==> src/rtl/sram_ctl_pkg.sv <==
// sram_ctl_pkg: FSM state encodings and sideband width shared by the SRAM-to-FIFO packet path.
package sram_ctl_pkg;
  typedef enum logic [2:0] {
    ST_IDLE = 3'd0,
    ST_SOP  = 3'd1,
    ST_DATA = 3'd2,
    ST_EOP  = 3'd3,
    ST_GAP  = 3'd4,
    ST_HALT = 3'd5
  } state_e;
  localparam int SB_W = 3;
endpackage

==> src/rtl/pkt_tx.sv <==
// pkt_tx: frames an SRAM payload as SOP / data words / EOP FIFO writes from a (base, length) descriptor.
// Optional PKT_TX_STATS_EN adds a saturating pkt_cnt output.
module pkt_tx
  import sram_ctl_pkg::*;
#(
  parameter int DATA_WIDTH = 16,
  parameter int ADDR_WIDTH = 10,
  parameter int LEN_WIDTH  = 6,
  parameter int GAP_CYCLES = 1
) (
  input  logic                  clk,
  input  logic                  rst_n,
  input  logic                  req_vld,
  input  logic [ADDR_WIDTH-1:0] req_addr,
  input  logic [LEN_WIDTH-1:0]  req_len,
  output logic                  req_rdy,
  output logic                  mem_rd_en,
  output logic [ADDR_WIDTH-1:0] mem_rd_addr,
  input  logic [DATA_WIDTH-1:0] mem_rd_data,
  output logic                  wr_sop,
  output logic                  wr_eop,
  output logic                  wr_vld,
  output logic [DATA_WIDTH-1:0] wr_data,
  input  logic                  fifo_overflow,
  output logic                  busy,
`ifdef PKT_TX_STATS_EN
  output logic [15:0]           pkt_cnt,
`endif
  output logic                  err
);
  localparam int GW = (GAP_CYCLES > 1) ? $clog2(GAP_CYCLES) : 1;
  state_e                state_q, state_d;
  logic [ADDR_WIDTH-1:0] addr_q, addr_d;
  logic [LEN_WIDTH-1:0]  rem_q, rem_d;
  logic [GW-1:0]         gap_q, gap_d;
  logic                  err_q, err_d;
  logic [SB_W-1:0]       sb;
`ifdef PKT_TX_STATS_EN
  logic [15:0]           cnt_q, cnt_d;
  assign cnt_d   = (state_q == ST_EOP && cnt_q != 16'hFFFF) ? cnt_q + 16'd1 : cnt_q;
  assign pkt_cnt = cnt_q;
`endif

  always_ff @(posedge clk) begin
    if (!rst_n) begin
      state_q <= ST_IDLE;
      addr_q  <= '0;
      rem_q   <= '0;
      gap_q   <= '0;
      err_q   <= 1'b0;
`ifdef PKT_TX_STATS_EN
      cnt_q   <= '0;
`endif
    end else begin
      state_q <= state_d;
      addr_q  <= addr_d;
      rem_q   <= rem_d;
      gap_q   <= gap_d;
      err_q   <= err_d;
`ifdef PKT_TX_STATS_EN
      cnt_q   <= cnt_d;
`endif
    end
  end

  // addr_q always holds the next SRAM address to read; rem_q the words still to be emitted
  always_comb begin
    state_d = state_q;
    addr_d  = mem_rd_en ? addr_q + ADDR_WIDTH'(1) : addr_q;
    rem_d   = rem_q;
    gap_d   = gap_q;
    err_d   = err_q | fifo_overflow;
    case (state_q)
      ST_IDLE: begin
        if (req_vld && req_rdy) begin
          state_d = ST_SOP;
          addr_d  = req_addr;
          rem_d   = req_len;
        end else if (err_d) state_d = ST_HALT;
      end
      ST_SOP:  state_d = (rem_q == '0) ? ST_EOP : ST_DATA;
      ST_DATA: begin
        rem_d   = rem_q - LEN_WIDTH'(1);
        state_d = (rem_q == LEN_WIDTH'(1)) ? ST_EOP : ST_DATA;
      end
      ST_EOP: begin
        gap_d   = '0;
        state_d = err_d ? ST_HALT : (GAP_CYCLES == 0) ? ST_IDLE : ST_GAP;
      end
      ST_GAP: begin
        gap_d = gap_q + GW'(1);
        if (gap_q == GW'(GAP_CYCLES - 1)) state_d = err_d ? ST_HALT : ST_IDLE;
      end
      default: state_d = ST_HALT;
    endcase
  end

  always_comb begin
    mem_rd_en   = (state_q == ST_SOP && rem_q != '0) || (state_q == ST_DATA && rem_q > LEN_WIDTH'(1));
    mem_rd_addr = mem_rd_en ? addr_q : '0;
    sb          = {state_q == ST_SOP, state_q == ST_EOP, state_q == ST_DATA};
    wr_data     = sb[0] ? mem_rd_data : '0;
    req_rdy     = (state_q == ST_IDLE) && !err_q;
    busy        = state_q != ST_IDLE;
  end

  assign {wr_sop, wr_eop, wr_vld} = sb;
  assign err = err_q;
endmodule

==> config.mk <==
export PLATFORM = sky130hd
export DESIGN_NAME = pkt_tx
export DESIGN_NICKNAME = d
export VERILOG_FILES = /design/src/rtl/sram_ctl_pkg.sv /design/src/rtl/pkt_tx.sv
export SDC_FILE = /design/constraint.sdc
export NUM_CORES = 1
export LEC_CHECK = 0
export CORE_MARGIN = 8
export CORE_UTILIZATION = 46
export CTS_CLUSTER_DIAMETER = 60
export DETAILED_ROUTE_END_ITERATION = 8
export PLACE_DENSITY = 0.86
export SYNTH_ARGS = -nofsm -noshare
export SYNTH_HDL_FRONTEND = slang
export SYNTH_SLANG_ARGS = --single-unit
==> constraint.sdc <==
create_clock -name clk -period 3.1 [get_ports clk]
set_input_delay 0.62 -clock clk [delete_from_list [all_inputs] [get_ports clk]]
set_output_delay 0.62 -clock clk [all_outputs]
set_load 0.005 [all_outputs]
==> impl_results.md <==
- Ranking of synthesized cells by area: dfxtp_1 26%, and2_1 7.4%, and3_1 4.7%
- Worst Skew: 8.29 ps
- Total number of vias: 1835
- Setup TNS: 0 ps
- Pre-antenna DRT Iters: 4
- Non-filler cells, final: 319
- Via density: 5.75
- Proportion of layout cells with a drive suffix above 1: 7.69%
- Die Span Y: 75.0 µm
- Worst R2R End: addr_q[8]
- Max Cap Viol: 0
- Final hold violation count: 0
- Critical Path RT: 2480 ps
- # port buffers: 68
- Worst r2r src: state_q[2]
- # diodes: 0
- Crit-path slowest cell: dfxtp_1
- Worst Hold Class: reg2reg
- GRT Total Usage: 17.6%
- CP Max Fanout: 11
- Average size of a mapped cell: 7.67 µm²
- Detail Placement HPWL: 3830 µm
- EDFF count, synth: 0
- DRT antenna net count: 0
- Site Rows: 21
- Finish-stage setup viols: 0
- Worst-margin pin slew: 815 ps
- GPL Wtd Cong: 0.805
- Root Driver: clkbuf_4
- Tot Pwr: 1.76 mW
- Crit Path Category: reg2out
- Finished layout cell area: 2360 µm²
- Fmax: 349 MHz
- Reg2Reg Setup Slack: 1020 ps
- WL per Instance: 15.5 µm
- Number of synthesized register bits: 21
- Synth unique cells: 48
- Pleak: 0.893 nW
- CP max stage delay: 600 ps
- Cells after DPL: 315
- Reg clk slew, reported paths: 120 ps
- Tmin final: 2860 ps
- Clock buffer count from CTS: 3
- Synth Instances: 209
- Die width: 75.0 µm
- CTS sink count: 21
- Synth-to-layout area growth: 47.1%
- Status: complete, no violations
- Drt drc: 0
- Max-slew headroom: 45.2%
- Final #Nets: 313
- PD cells: 746 nW/µm²
- Worst-case clock buffer depth: 2
- Hold endpoint: rem_q[1]
- CORE AREA: 3340 µm²
- Final Util: 70.6%
- Grt total ovfl: 0
- Sequential-to-total area share from yosys stat: 26.2%
- Number of global-route vias before repair: 1675
- Post-synth ARST share: 0%
- Worst hold path stage count: 2
- Worst Setup End Kind: output pin
- First-pass GRT wire length: 7910 µm
- Warnings from Yosys: 0
- Fin. max-slew vios: 0
- Syn Nets: 248
- Most frequent cells after synthesis: 21 x dfxtp_1, 19 x and2_1, 13 x nor2_1
- Primary FF master, synth: dfxtp_1
- Worst-case vdd ir drop: 0.460 mV
- Tcrit/Tclk final: 92.4%
- CTS tree: yes
- Initial drt markers: 207
- Top-count cell post-synth: dfxtp_1
- Netlist area before placement: 1600 µm²
- Startpoint Class: flop
- Die area: 5630 µm²
- Initial antenna violation count: 0
- Arr. time, crit path: 2240 ps
- Worst path cell trace: xnor2_2 -> or2_0 -> o31ai_1 -> clkdlybuf4s50_1
- Pin count of the biggest net entering global routing: 28
- Clock H-tree levels: 1
- Area after DPL: 2320 µm²
- Hold_buf cts: 0
- # IOs: 69
- Starting Density: 48.0%
- RSZ-0062 raised after global routing: no
- Share of the synthesized area in the top cell type: 26.2%
- Worst min-delay path startpoint: rem_q[1]
- Worst-Skew Late Latency: 310 ps
- Cell taking the most area after synthesis: dfxtp_1
- R2r worst-path depth: 5
- Overall routed net length: 4950 µm
-- cells in the final DEF, fill, tap and decap left out, types with 2 or more instances in the layout --
master and n:
o2111ai_1 3, clkdlybuf4s50_1 68, inv_1 6, o31ai_1 2
buf_4 7, nor3_1 5, nor2_1 12, or4_1 7
nor4_4 2, or2_2 2, nand3b_1 2, nor3b_1 3
o211ai_1 5, a21oi_1 12, a31oi_1 10, nand3_1 11
a311oi_1 2, or3_1 2, o21ai_0 8, a221oi_1 2
a211oi_1 4, dfxtp_1 20, and3_1 12, clkbuf_4 3
ha_1 3, and2_1 19, o41ai_1 2, nor2b_1 2
nor4_1 4, o2111a_1 2, nand2_1 12
-- cell families after synthesis --
family          count (synthesis)  synth area share, %
simple gates                  102                 38.3
buf+inv                        21                 5.78
mux                             1                0.625
compound gates                 60                 25.8
flops                          21                 26.2
fa+ha+maj                       3                 2.34
xor+xnor                        1                 1.02
-- layer usage --
layer  wire, µm  vias to the layer above  track usage, %  part of all wire (%)
met5          0                        -               0                     0
met4          9                        0            2.83                  0.18
met3        361                        2            4.26                   7.3
met2       2550                       57            29.6                    51
met1       2040                      850            22.2                    41
li1           -                      926               -                     -
-- how the worst max path moves through the flow --
stage                from             end  cells after the start  slack, ps
6_report       state_q[1]  mem_rd_addr[2]                      4        240
5_1_grt        state_q[1]  mem_rd_addr[2]                      4         80
4_1_cts          rem_q[1]  mem_rd_addr[9]                      6        120
3_5_place_dp   state_q[0]  mem_rd_addr[9]                      4        490
3_3_place_gp   state_q[0]  mem_rd_addr[7]                      4        550
2_1_floorplan  state_q[2]     wr_data[10]                      4       1200
-- critical path, delay by kind of cell (launching register included) --
family | cells | cell delay [ps]
flip-flops | 1 | 600
buffers and inverters | 1 | 550
AND/OR/NAND/NOR | 1 | 340
AO/OA/AOI/OAI | 1 | 290
XOR/XNOR | 1 | 150
-- layout make-up --
class / instances / area [µm²]
Tap cell: 46 / 57.6
Multi-Input combinational cell: 167 / 1100
Inverter: 6 / 22.5
Timing Repair Buffer: 75 / 733
Clock buffer: 4 / 26.3
Fill cell: 296 / 980
Sequential cell: 21 / 422
-- where the power goes --
part	internal, mW	leakage [nW]	switching, mW
Sequential	0.374	0.173	0.188
Clock	0.0502	0.0150	0.0861
Combinational	0.541	0.705	0.519
Total	0.965	0.893	0.793
-- per-stage QoR --
stage	hold slack (ps)	setup WS, ps
floorplan	471	1200
CTS	526	118
finish	526	236
detailed placement	507	485
global placement	485	551
global route	561	78.7
-- state kept, by name (all words and copies together) (netlist names) --
register  cells
rem_q         6
err           1
state_q       3
gap_q         1
addr_q       10
-- repair_timing --
item,in CTS,in global routing
resized for setup,0,3
setup endpoints to repair,0,9
buffers inserted,0,0
(Power assumes the default switching activity.)
